## config.mk

```make
export PLATFORM = sky130hd
export DESIGN_NAME = com_write_flat
export DESIGN_NICKNAME = d
export VERILOG_FILES = /design/src/rtl/com_write_if.sv /design/src/rtl/com_write.sv /design/src/flat_wrapper.sv
export SDC_FILE = /design/constraint.sdc
export NUM_CORES = 1
export LEC_CHECK = 0
export ABC_AREA = 1
export BUFFER_PORTS_ARGS = -buffer_cell sky130_fd_sc_hd__buf_2
export CAP_MARGIN = 20
export CORE_MARGIN = 2
export CORE_UTILIZATION = 61
export DETAILED_ROUTE_END_ITERATION = 8
export HOLD_SLACK_MARGIN = 0.03
export PLACE_DENSITY_LB_ADDON = 0.25
export SYNTH_ARGS = -nofsm -noshare
export SYNTH_HDL_FRONTEND = slang
export SYNTH_SLANG_ARGS = --single-unit
```

## constraint.sdc

```tcl
create_clock -name clk -period 9.75 [get_ports clk]
set_input_delay 1.95 -clock clk [delete_from_list [all_inputs] [get_ports clk]]
set_output_delay 1.95 -clock clk [all_outputs]
set_load 0.005 [all_outputs]
```

## src/rtl/com_write_if.sv

```systemverilog
// Controller/TX-RAM bundle for the reply-packet writer.
// master drives the controller and TX-engine inputs, slave is the writer.
interface com_write_if;
    logic        fs;
    logic        fd;
    logic        fs_eth;
    logic        fd_eth;
    logic [7:0]  txa;
    logic [7:0]  txd;
    logic        txen;
    logic [15:0] password;
    logic [3:0]  btype;
    logic [11:0] com_cmd;
    logic [39:0] trgg_cmd;

    modport master (
        output fs, fd_eth, password, btype, com_cmd, trgg_cmd,
        input  fd, fs_eth, txa, txd, txen
    );

    modport slave (
        input  fs, fd_eth, password, btype, com_cmd, trgg_cmd,
        output fd, fs_eth, txa, txd, txen
    );
endinterface

```

## src/rtl/com_write.sv

```systemverilog
// Reply-packet writer: latches command fields, streams an 18-byte
// packet into the Ethernet TX RAM, then hands off to the TX engine.
module com_write #(
    parameter logic [7:0]  RAM_ADDR_INIT = 8'h0A,
    parameter logic [15:0] STD_HEAD      = 16'h55AA,
    parameter logic [7:0]  NUM           = 8'h12
) (
    input  logic       clk,
    input  logic       rst,
    com_write_if.slave bus
);

    localparam logic [6:0] S_IDLE = 7'b0000001;
    localparam logic [6:0] S_WAIT = 7'b0000010;
    localparam logic [6:0] S_LOAD = 7'b0000100;
    localparam logic [6:0] S_CALC = 7'b0001000;
    localparam logic [6:0] S_WORK = 7'b0010000;
    localparam logic [6:0] S_SEND = 7'b0100000;
    localparam logic [6:0] S_DONE = 7'b1000000;

    logic [6:0]  r_state;
    logic [7:0]  r_num;
    logic [15:0] r_didx;
    logic [15:0] r_func;
    logic [3:0]  r_rate;
    logic [3:0]  r_lfilt;
    logic [3:0]  r_hfilt;
    logic [3:0]  r_trgg0;
    logic [3:0]  r_trgg1;
    logic [15:0] r_dly0;
    logic [15:0] r_dly1;
    logic [15:0] r_part;
    logic [7:0]  r_txa;
    logic [7:0]  r_txd;
    logic        r_txen;

    logic [15:0] w_func;
    logic [15:0] w_rate;
    logic [15:0] w_filt;
    logic [15:0] w_trgg;
    logic [15:0] w_part;
    logic [15:0] w_word;
    logic [7:0]  w_byte;
    logic        w_wr;

    always_comb begin
        w_func = 16'h0000;
        case (bus.btype)
            4'd1:    w_func = 16'h001E;
            4'd2:    w_func = 16'h004C;
            4'd3:    w_func = 16'h0097;
            4'd4:    w_func = 16'h002D;
            4'd5:    w_func = 16'h00D2;
            default: w_func = 16'h0000;
        endcase
    end

    assign w_rate = {12'h000, r_rate};
    assign w_filt = {4'h0, r_lfilt, 4'h0, r_hfilt};
    assign w_trgg = {4'h0, r_trgg0, 4'h0, r_trgg1};
    // 16-bit sum, carries out of bit 15 dropped
    assign w_part = r_didx + r_func + w_rate + w_filt
                  + w_trgg + r_dly0 + r_dly1;

    always_comb begin
        w_word = 16'h0000;
        case (r_num[4:1])
            4'd0:    w_word = STD_HEAD;
            4'd1:    w_word = r_didx;
            4'd2:    w_word = r_func;
            4'd3:    w_word = w_rate;
            4'd4:    w_word = w_filt;
            4'd5:    w_word = w_trgg;
            4'd6:    w_word = r_dly0;
            4'd7:    w_word = r_dly1;
            4'd8:    w_word = r_part;
            default: w_word = 16'h0000;
        endcase
    end

    assign w_byte = r_num[0] ? w_word[7:0] : w_word[15:8];
    assign w_wr   = (r_state == S_WORK) && (r_num < NUM);

    always_ff @(posedge clk or posedge rst) begin
        if (rst) begin
            r_state <= S_IDLE;
            r_num   <= 8'h00;
        end else begin
            unique case (1'b1)
                r_state[0]: r_state <= S_WAIT;
                r_state[1]: if (bus.fs) r_state <= S_LOAD;
                r_state[2]: r_state <= S_CALC;
                r_state[3]: r_state <= S_WORK;
                r_state[4]: begin
                    if (r_num == NUM) begin
                        r_state <= S_SEND;
                        r_num   <= 8'h00;
                    end else begin
                        r_num <= r_num + 8'h01;
                    end
                end
                r_state[5]: if (bus.fd_eth) r_state <= S_DONE;
                r_state[6]: if (!bus.fs) r_state <= S_IDLE;
                default:    r_state <= S_IDLE;
            endcase
        end
    end

    always_ff @(posedge clk or posedge rst) begin
        if (rst) begin
            r_didx  <= 16'h0000;
            r_func  <= 16'h0000;
            r_rate  <= 4'h0;
            r_lfilt <= 4'h0;
            r_hfilt <= 4'h0;
            r_trgg0 <= 4'h0;
            r_trgg1 <= 4'h0;
            r_dly0  <= 16'h0000;
            r_dly1  <= 16'h0000;
            r_part  <= 16'h0000;
        end else begin
            if (r_state == S_LOAD) begin
                r_didx  <= bus.password;
                r_func  <= w_func;
                r_rate  <= bus.com_cmd[11:8];
                r_lfilt <= bus.com_cmd[7:4];
                r_hfilt <= bus.com_cmd[3:0];
                r_trgg0 <= bus.trgg_cmd[39:36];
                r_trgg1 <= bus.trgg_cmd[35:32];
                r_dly0  <= bus.trgg_cmd[31:16];
                r_dly1  <= bus.trgg_cmd[15:0];
            end
            if (r_state == S_CALC) begin
                r_part <= w_part;
            end
        end
    end

    always_ff @(posedge clk or posedge rst) begin
        if (rst) begin
            r_txen <= 1'b0;
            r_txa  <= RAM_ADDR_INIT;
            r_txd  <= 8'h00;
        end else if (w_wr) begin
            r_txen <= 1'b1;
            r_txa  <= RAM_ADDR_INIT + r_num;
            r_txd  <= w_byte;
        end else begin
            r_txen <= 1'b0;
            r_txa  <= RAM_ADDR_INIT;
            r_txd  <= 8'h00;
        end
    end

    assign bus.txen   = r_txen;
    assign bus.txa    = r_txa;
    assign bus.txd    = r_txd;
    assign bus.fs_eth = (r_state == S_SEND);
    assign bus.fd     = (r_state == S_DONE);

endmodule

```

## src/flat_wrapper.sv

```systemverilog
// flat-port wrapper written by rule: the top's interface ports become plain ports
module com_write_flat 
#(
    parameter logic [7:0]  RAM_ADDR_INIT = 8'h0A,
    parameter logic [15:0] STD_HEAD      = 16'h55AA,
    parameter logic [7:0]  NUM           = 8'h12
)
  (clk, rst, bus_fs, bus_fd_eth, bus_password, bus_btype, bus_com_cmd, bus_trgg_cmd, bus_fd, bus_fs_eth, bus_txa, bus_txd, bus_txen);
  com_write_if bus_i ();
  input  logic clk;
  input  logic rst;
  input wire logic [$bits(bus_i.fs)-1:0] bus_fs;
  input wire logic [$bits(bus_i.fd_eth)-1:0] bus_fd_eth;
  input wire logic [$bits(bus_i.password)-1:0] bus_password;
  input wire logic [$bits(bus_i.btype)-1:0] bus_btype;
  input wire logic [$bits(bus_i.com_cmd)-1:0] bus_com_cmd;
  input wire logic [$bits(bus_i.trgg_cmd)-1:0] bus_trgg_cmd;
  output wire logic [$bits(bus_i.fd)-1:0] bus_fd;
  output wire logic [$bits(bus_i.fs_eth)-1:0] bus_fs_eth;
  output wire logic [$bits(bus_i.txa)-1:0] bus_txa;
  output wire logic [$bits(bus_i.txd)-1:0] bus_txd;
  output wire logic [$bits(bus_i.txen)-1:0] bus_txen;
  assign bus_i.fs = bus_fs;
  assign bus_i.fd_eth = bus_fd_eth;
  assign bus_i.password = bus_password;
  assign bus_i.btype = bus_btype;
  assign bus_i.com_cmd = bus_com_cmd;
  assign bus_i.trgg_cmd = bus_trgg_cmd;
  assign bus_fd = bus_i.fd;
  assign bus_fs_eth = bus_i.fs_eth;
  assign bus_txa = bus_i.txa;
  assign bus_txd = bus_i.txd;
  assign bus_txen = bus_i.txen;
  com_write #(.RAM_ADDR_INIT(RAM_ADDR_INIT), .STD_HEAD(STD_HEAD), .NUM(NUM)) u_core (.clk(clk), .rst(rst), .bus(bus_i));
endmodule
```

## After elaboration in Yosys (flattened, before gate mapping)

Cells that the tools add are included.

| word-level totals | value |
|---|---|
| input bits | 76 |
| output and inout port bits | 19 |
| word-level logic and storage cells | 57 |
| flip-flop bits (word level) | 132 |

| cells by class | value |
|---|---|
| $add $sub $neg | 8 |
| eq/ne operators | 19 |
| muxes and demuxes | 12 |
| reductions and logical operators | 2 |
| magnitude comparators | 1 |

Operator list:

| kind | number |
|---|---|
| 16-bit case mux with 9 select lines | 1 |
| 7-bit case mux with 7 select lines | 1 |
| 16-bit adder | 3 |
| 8-bit case mux with 5 select lines | 1 |
| 16-bit by 12-bit adder with 16-bit output | 2 |
| 8-bit 2-to-1 mux | 4 |
| 4-bit by 3-bit == test with 1-bit output (second input constant) | 6 |
| 16-bit by 4-bit adder with 16-bit output | 1 |
| 4-bit by 2-bit == test with 1-bit output (second input constant) | 4 |
| 7-bit 2-to-1 mux | 2 |
| 4-bit by 8-bit adder with 8-bit output (first input constant) | 1 |
| 8-bit by 1-bit adder with 8-bit output (second input constant) | 1 |
| 4-bit by 1-bit == test with 1-bit output (second input constant) | 2 |
| 8-bit by 5-bit == test with 1-bit output (second input constant) | 1 |
| 8-bit by 5-bit less-than comparator with 1-bit output (second input constant) | 1 |
| 7-bit by 3-bit == test with 1-bit output (second input constant) | 1 |
| 7-bit by 4-bit == test with 1-bit output (second input constant) | 1 |
| 7-bit by 5-bit == test with 1-bit output (second input constant) | 1 |
| 7-bit by 6-bit == test with 1-bit output (second input constant) | 1 |
| 7-bit == test (second input constant) | 1 |
| 6-bit 2-to-1 mux | 1 |
| 4-bit == test (second input constant) | 1 |
| 4-bit logical NOT | 1 |
| 3-bit 2-to-1 mux | 1 |
| other kinds (2) | 2 |

## Longest topological paths before layout

Gate-level depths: netlist (run 1).

| logic depth | value |
|---|---|
| depth after elaboration | 6 |
| mapped depth | 19 |
| mapped depth without buffers | 19 |

## Worst setup path before layout (run 1)

No wires, ideal clock.

| timing | value |
|---|---|
| path type | reg2reg |
| start | reg u_core.r_dly1[2] |
| end | reg u_core.r_part[7] |
| clock period less this slack | 3.747 ns |
| arrival time | 3.629 ns |
| setup time | 0.117 ns |
| data required time | 9.633 ns |
| setup slack | 6.003 ns |
| stages on the path, launching flop included | 15 |
| path buffers | 0 |
| cells stage by stage | dfrtp_1 inv_1 fa_1 inv_1 fa_1 fa_1 inv_1 fa_1 inv_1 fa_1 nand2_1 nand3_1 or2_2 nand3_1 nand2_1 |

| between the ends | value |
|---|---|
| cells in the longest elaborated chain, start to end | 1 |

RTL lines:

| item | line | text |
|---|---|---|
| start, declared | com_write.sv:31 | `logic [15:0] r_dly1;` |
| start signal, assigned | com_write.sv:131 | `r_dly1 <= bus.trgg_cmd[15:0];` |
| 16-bit adder | com_write.sv:63 | `+ w_trgg + r_dly0 + r_dly1;` |
| end signal, assigned | com_write.sv:134 | `r_part <= w_part;` |
| end, declared | com_write.sv:32 | `logic [15:0] r_part;` |

Every way passes these cells.
A chain may end at the register's enable or synchronous reset.

## Worst setup path after layout (run 1)

Same ends and word-level chain as after synthesis.

==> results by group, run 1 <==
Timing
  • Max Clk Rate: 248 MHz
  • Final setup viols: 0
  • Final setup TNS: 0 ns
  • Fin. max-slew vios: 0
  • Final hold viol count: 0
  • Period minus WS final: 4.03 ns
  • RSZ-0062 raised after global routing: no
  • Worst Max-Slew Pin Slew: 0.832 ns
  • Max_slew headroom: 0.446
  • Final Skew: 0.00748 ns
  • Period Utilization, post-route: 0.414

Die
  • Site row count: 41
  • Core area: 12600 um2
  • Die ar.: 13800 um2
  • Initial Util: 0.623
  • DIE WIDTH: 117 um
  • Die Span Y: 117 um
  • I/O Pins: 95

Clock network
  • CTS H-Tree Depth: 4
  • Total clock sinks: 123
  • Clock Latency Late Sink: 0.43 ns
  • Cts repair resizes: 0
  • Post-CTS setup buffer count: 0
  • Root Buffer: clkbuf_16
  • Hold buffers post-CTS: 0
  • TritonCTS Buffers: 17
  • Maximum clock insertion buffer count: 2
  • CTS tree: done
  • Clk slew on worst S/H paths: 0.06 ns

Min path
  • Hold Crit Depth: 0
  • Min-delay src: u_core.r_state[2]
  • Hold crit path type: flip-flop to flip-flop
  • Min-Delay Endpoint: u_core.r_state[3]

Synth
  • Post-synth ARST share: 1.00
  • Sequential area share after synthesis: 0.394
  • Main combinational cell family by area after synthesis: simple AND/OR/NAND/NOR gates
  • Post-synth EDFFs: 0
  • Post-synth top cells: nand2_1, inv_1, dfrtp_1
  • Number of synthesized register bits: 123
  • Synth Instances: 971
  • Synth top area share: 0.384
  • Main synth FF type: dfrtp_1
  • Distinct cell type count after synthesis: 44
  • Post-synthesis xor/xnor area fraction: 0.0112
  • Synth Area in Adders: 0.180
  • Mux contribution to synthesized area: 0
  • Synthesized cell area: 7830 um2
  • Largest area contributor in the synthesized netlist: dfrtp_1
  • Synth Area in Compound Gates: 0.0772
  • Synthesized area per cell: 8.06 um2
  • Simple-gate share of the synthesized area: 0.241
  • Syn. warnings: 0
  • Ranking of synthesized cells by area: dfrtp_1, nand2_1, fa_1
  • Most frequent cell after synthesis: nand2_1

Worst setup path
  • CP max-delay cell: fa_1
  • Critical setup path kind: flip-flop to flip-flop
  • Critical path cell sequence: inv_1 > fa_1 > inv_1 > fa_1 > fa_1 > inv_1 > fa_1 > inv_1 > fa_1 > nand2_1 > nand3_1 > or2_2 > nand3_1 > nand2_1
  • Crit path launch: u_core.r_dly1[2]
  • Crit path buffers/inverters: 4
  • R2R Path Start: u_core.r_dly1[2]
  • Crit path depth: 14
  • FF-to-FF path depth: 14
  • Critical Path End Type: flip-flop
  • Crit path DAT: 4.35 ns
  • RR Endpoint: u_core.r_part[7]
  • Setup slack, reg-to-reg: 5.72 ns
  • CP Max Fanout: 5
  • Family with the most delay on the worst path: adder cells
  • Req. time, crit path: 10.06 ns
  • Most used cell, CP: fa_1
  • CP max stage delay: 0.55 ns
  • Startpoint types: flip-flop

Global route
  • Largest net degree at the start of global routing: 69
  • Gr usage total: 0.321
  • Initial antenna violation count: 0
  • GRT overflow: 0
  • First-pass GRT wire length: 32500 um
  • Number of global-route vias before repair: 6458

Routing
  • Post-route ant nets: 0
  • Drt drc: 0
  • Vias/cell: 5.31
  • DRT iter0 DRCs: 581
  • DR WL/cell: 16.3 um
  • Drt pass-1 iters: 5
  • Vias: 6639
  • Final wirelength: 20400 um

Place
  • RD Place Congestion: 0.961
  • Port bufs: 94
  • Post-DP Area: 8410 um2
  • Hpwl dp: 15200 um

Status
  • Status: completed

Flow run
  • Max-cap violations: 0

Final layout
  • Final instance area: 9010 um2
  • Layout cell share with drive strength beyond 1: 0.141
  • # diodes: 0
  • Synth-to-Final Area Change: 15.1%
  • Filler Cells Inserted: 1010
  • Final net count: 1229
stage by stage:
stage	setup WS, ns	std cells	util	hold slack, ns
floorplan	4.53	972	-	0.429
global placement	5.82	1218	0.669	0.360
detailed placement	5.76	1218	0.669	0.364
CTS	5.74	1250	0.717	0.375
global route	5.50	1250	0.717	0.387
finish	5.72	1250	0.717	0.373
layer usage:
metal	wire (um)	GRT usage	up-vias
li1	-	-	3215
met2	9020	0.468	302
met1	8890	0.456	3090
met5	0	0	-
met4	503	0.120	0
met3	2010	0.0953	32
worst reg2reg max path: cells and delay by family (launching register included):
| family | cells | cell delay [ns] |
|---|---|---|
| buffers and inverters | 4 | 0.27 |
| AND/OR/NAND/NOR | 5 | 0.71 |
| flip-flops | 1 | 0.32 |
| adder cells (fa/ha/maj) | 5 | 2.64 |
worst max path at each step:
| stage | end | slack [ns] |
|---|---|---|
| after global routing | u_core.r_part[7] | 5.50 |
| final | u_core.r_part[7] | 5.72 |
| after floorplan | u_core.bus.txa[0] | 4.53 |
| after CTS | u_core.r_part[7] | 5.74 |
| after detailed placement | u_core.r_part[7] | 5.76 |
| after global placement | u_core.r_part[7] | 5.82 |
state kept, by name (all words and copies together) (netlist names):
signal / count
u_core.r_state: 7
u_core.r_hfilt: 4
u_core.r_didx: 16
u_core.r_dly0: 16
u_core.bus.txa: 8
u_core.r_lfilt: 4
u_core.r_trgg0: 4
u_core.r_func: 7
u_core.r_part: 16
u_core.bus.txen: 1
u_core.r_num: 8
u_core.r_dly1: 16
u_core.bus.txd: 8
u_core.r_rate: 4
u_core.r_trgg1: 4
cell type report:
class | count | area (um2) | share of cell area
inverters | 164 | 622 | 0.0690
repair buffers | 97 | 493 | 0.0547
clock buffers | 21 | 460 | 0.0511
multi-input cells | 662 | 4000 | 0.444
clock inverters | 11 | 144 | 0.0160
well taps | 172 | 215 | 0.0239
flip-flops and latches | 123 | 3080 | 0.342
layout by cell type (no fill, tap or decap), drive strengths merged, types with 8 or more instances in the layout:
master / count
nand3: 48
nor2: 56
a21oi: 26
dfrtp: 120
ha: 47
clkbuf: 21
nand4: 11
nor3: 13
nand2: 314
fa: 41
inv: 162
o22ai: 8
o21ai: 63
buf: 97
clkinv: 9
logic make-up (layout without fill, tap and decap cells):
logic type,after synthesis,after routing
AO/OA/AOI/OAI,110,110
flip-flops,123,123
other,1,2
adder cells (fa/ha/maj),88,88
buffers and inverters,187,293
XOR/XNOR,10,10
AND/OR/NAND/NOR,452,452
Power of run 1 is left out: the tool's default activity adds up to more than one toggle a clock period on the data nets, which glitch-free logic cannot reach.
==> run 2: changes to the inputs <==
--- a/config.mk
+++ b/config.mk
@@ -9,7 +9,7 @@
 export BUFFER_PORTS_ARGS = -buffer_cell sky130_fd_sc_hd__buf_2
 export CAP_MARGIN = 20
 export CORE_MARGIN = 2
-export CORE_UTILIZATION = 61
+export CORE_UTILIZATION = 59
 export DETAILED_ROUTE_END_ITERATION = 8
 export HOLD_SLACK_MARGIN = 0.03
 export PLACE_DENSITY_LB_ADDON = 0.25
==> constraint.sdc (replaced) <==
create_clock -name clk -period 3.8 [get_ports clk]
set_input_delay 0.76 -clock clk [delete_from_list [all_inputs] [get_ports clk]]
set_output_delay 0.76 -clock clk [all_outputs]
set_load 0.005 [all_outputs]
==> run 2 against run 1 <==
Against the previous run: fmax is 7.0% higher; highest routed layer unchanged; non-clock buffer count up 22; critical path depth is 5 higher; critical endpoint is now u_core.r_part[15]; clock skew grew 0.00078 ns; final cell count increased by 1.9%; worst setup slack lost 5.7 ns; design area increased by 4.6%; wire length rose by 4.0%.
==> results by group, run 2 (same netlist as run 1, synthesis figures left out) <==
Clock network
  • CTS tree: done
  • TritonCTS Buffers: 17 (unchanged)
  • CTS H-Tree Depth: 4 (unchanged)
  • Total clock sinks: 123 (unchanged)
  • Clk slew on worst S/H paths: 0.06 ns (about the same)
  • Root Buffer: clkbuf_16
  • Hold buffers post-CTS: 0 (unchanged)
  • Maximum clock insertion buffer count: 2 (unchanged)
  • Clock Latency Late Sink: 0.42 ns (about the same)

Global route
  • Number of global-route vias before repair: 6518 (+0.93%)
  • Initial antenna violation count: 0 (unchanged)
  • Met1 Use GR: 0.448 (-0.00728)
  • Gr usage total: 0.313 (-0.00756)
  • GRT overflow: 0 (unchanged)
  • Global routing's busiest layer: met2
  • GR Layer Usage met2: 0.455 (-0.0131)
  • First-pass GRT wire length: 33600 um (+3.4%)
  • Largest net degree at the start of global routing: 74 (+7.2%)
  • Met3 GRT Util: 0.0714 (-0.0239)

Timing
  • RSZ-0062 raised after global routing: yes
  • Worst Max-Slew Pin Slew: 0.806 ns (-0.0255 ns)
  • Setup ws final: 0.0310 ns (-5.69 ns)
  • Fin. max-slew vios: 0 (unchanged)
  • Period Utilization, post-route: 0.992 (+0.578)
  • Max Clk Rate: 265 MHz (+7.0%)
  • Max_slew headroom: 0.462 (+0.0164)
  • Final hold viol count: 0 (unchanged)
  • Period minus WS final: 3.77 ns (-0.265 ns)
  • Final Skew: 0.00826 ns (+0.000781 ns)
  • Final setup viols: 0 (unchanged)

Die
  • Die ar.: 14200 um2 (+3.3%)
  • I/O Pins: 95 (unchanged)
  • DIE WIDTH: 119 um (+1.6%)
  • Die Span Y: 119 um (+1.6%)
  • Site row count: 42 (+2.4%)
  • Core area: 13100 um2 (+4.1%)
  • Initial Util: 0.598 (-0.0246)

Final layout
  • Layout cell share with drive strength beyond 1: 0.200 (+0.0594)
  • Final core occ: 0.721 (+0.00323)
  • # diodes: 0 (unchanged)
  • Multi-input gate area: 4190 um2 (+4.8%)
  • Most frequent cells in the layout: nand2_1, inv_1, dfrtp_1, buf_2, o21ai_0
  • Filler Cells Inserted: 1022 (+1.2%)
  • Synth-to-Final Area Change: 20.4%
  • Reg area: 3080 um2 (unchanged)
  • Commonest non-fill, non-tap cell in the layout: nand2_1
  • Final net count: 1251 (+1.8%)

Worst setup path
  • Critical Path End Type: flip-flop
  • Crit path launch: u_core.r_hfilt[3]
  • R2R Path Start: u_core.r_hfilt[3]
  • CP Max Fanout: 2 (-3)
  • Critical setup path kind: flip-flop to flip-flop
  • Req. time, crit path: 4.11 ns (-5.95 ns)
  • Crit path DAT: 4.08 ns (-0.27 ns)
  • Startpoint types: flip-flop

Routing
  • Drt drc: 0 (unchanged)
  • Vias: 6910 (+4.1%)
  • Vias/cell: 5.42 (+2.1%)
  • DR WL/cell: 16.7 um (+2.0%)
  • DRT iter0 DRCs: 547 (-5.9%)
  • Drt pass-1 iters: 6 (+1)
  • Post-route ant nets: 0 (unchanged)
  • Final wirelength: 21200 um (+4.0%)

Place
  • RD Place Congestion: 0.955 (-0.65%)
  • Placement Setup Slack: -0.211 ns (-5.97 ns)
  • Hpwl dp: 15500 um (+2.3%)
  • Port bufs: 94 (unchanged)

Min path
  • Min-delay src: u_core.r_state[2]
  • Hold crit path type: flip-flop to flip-flop

Status
  • Status: completed

Flow run
  • Max-cap violations: 0 (unchanged)
-- run 2: cell count changes in the layout (fill, tap and decap cells not counted), moves of 5 or more --
cell     delta
buf_4      +19
nand2_1    -11
inv_1      -13
ha_1        -8
ha_4        +6
nand2_2     +9
nand3_1     -6
inv_2      +13
nand3_2     +5
-- run 2: layout make-up --
| type | count | share of cell area |
|---|---|---|
| Sequential cell | 123 | 0.327 |
| Clock buffer | 23 | 0.0518 |
| Timing Repair Buffer | 119 | 0.0729 |
| Inverter | 164 | 0.0661 |
| Tap cell | 176 | 0.0234 |
| Clock inverter | 7 | 0.0146 |
| Multi-Input combinational cell | 662 | 0.444 |
-- run 2: routing by layer --
layer  wire length (um)  vias up
li1                   -     3259
met1               9430     3281
met2               9210      311
met3               1770       59
met4                824        0
met5                  0        -
-- run 2: worst max-delay path, stage by stage, from the launching register on --
cell,delay (ns)
dfrtp_1,0.35
inv_2,0.05
fa_1,0.54
inv_2,0.04
fa_1,0.56
inv_2,0.05
fa_1,0.48
fa_1,0.53
inv_2,0.05
ha_4,0.16
nand2_1,0.10
nand2_1,0.10
nand2_2,0.11
nand2_1,0.07
nor2_2,0.16
nor2_1,0.06
nor2_1,0.08
nand2_1,0.06
nand3_1,0.06
nand2_1,0.05
-- run 2: what timing repair did --
item | CTS | global route
gates resized for setup | 7 | 47
setup endpoints to repair | 12 | 13
setup buffers | 0 | 4
cloned | 0 | 0
pin swaps | 5 | 21
-- run 2: worst paths after layout --
| check | endpoint | slack (ns) | cells past startpoint |
|---|---|---|---|
| max | u_core.r_part[15] | 0.03 | 19 |
| min | u_core.r_state[3] | 0.37 | 0 |
| max reg2reg | u_core.r_part[15] | 0.03 | 19 |
| min reg2reg | u_core.r_state[3] | 0.37 | 0 |
| max in group asynchronous | u_core.bus.txa[3] | 2.54 | 3 |
| min in group asynchronous | u_core.r_didx[8] | 0.44 | 2 |
-- run 2: metrics by stage --
step                area (um2)  hold WS, ns  TNS, ns  cells
floorplan                 7840        0.429        0    972
global placement          8580        0.359   -0.670   1240
detailed placement        8580        0.359    -1.32   1240
CTS                       9250        0.369        0   1270
global route              9430        0.373   -0.716   1274
finish                    9430        0.373        0   1274
Power of run 2 is left out for the same reason.
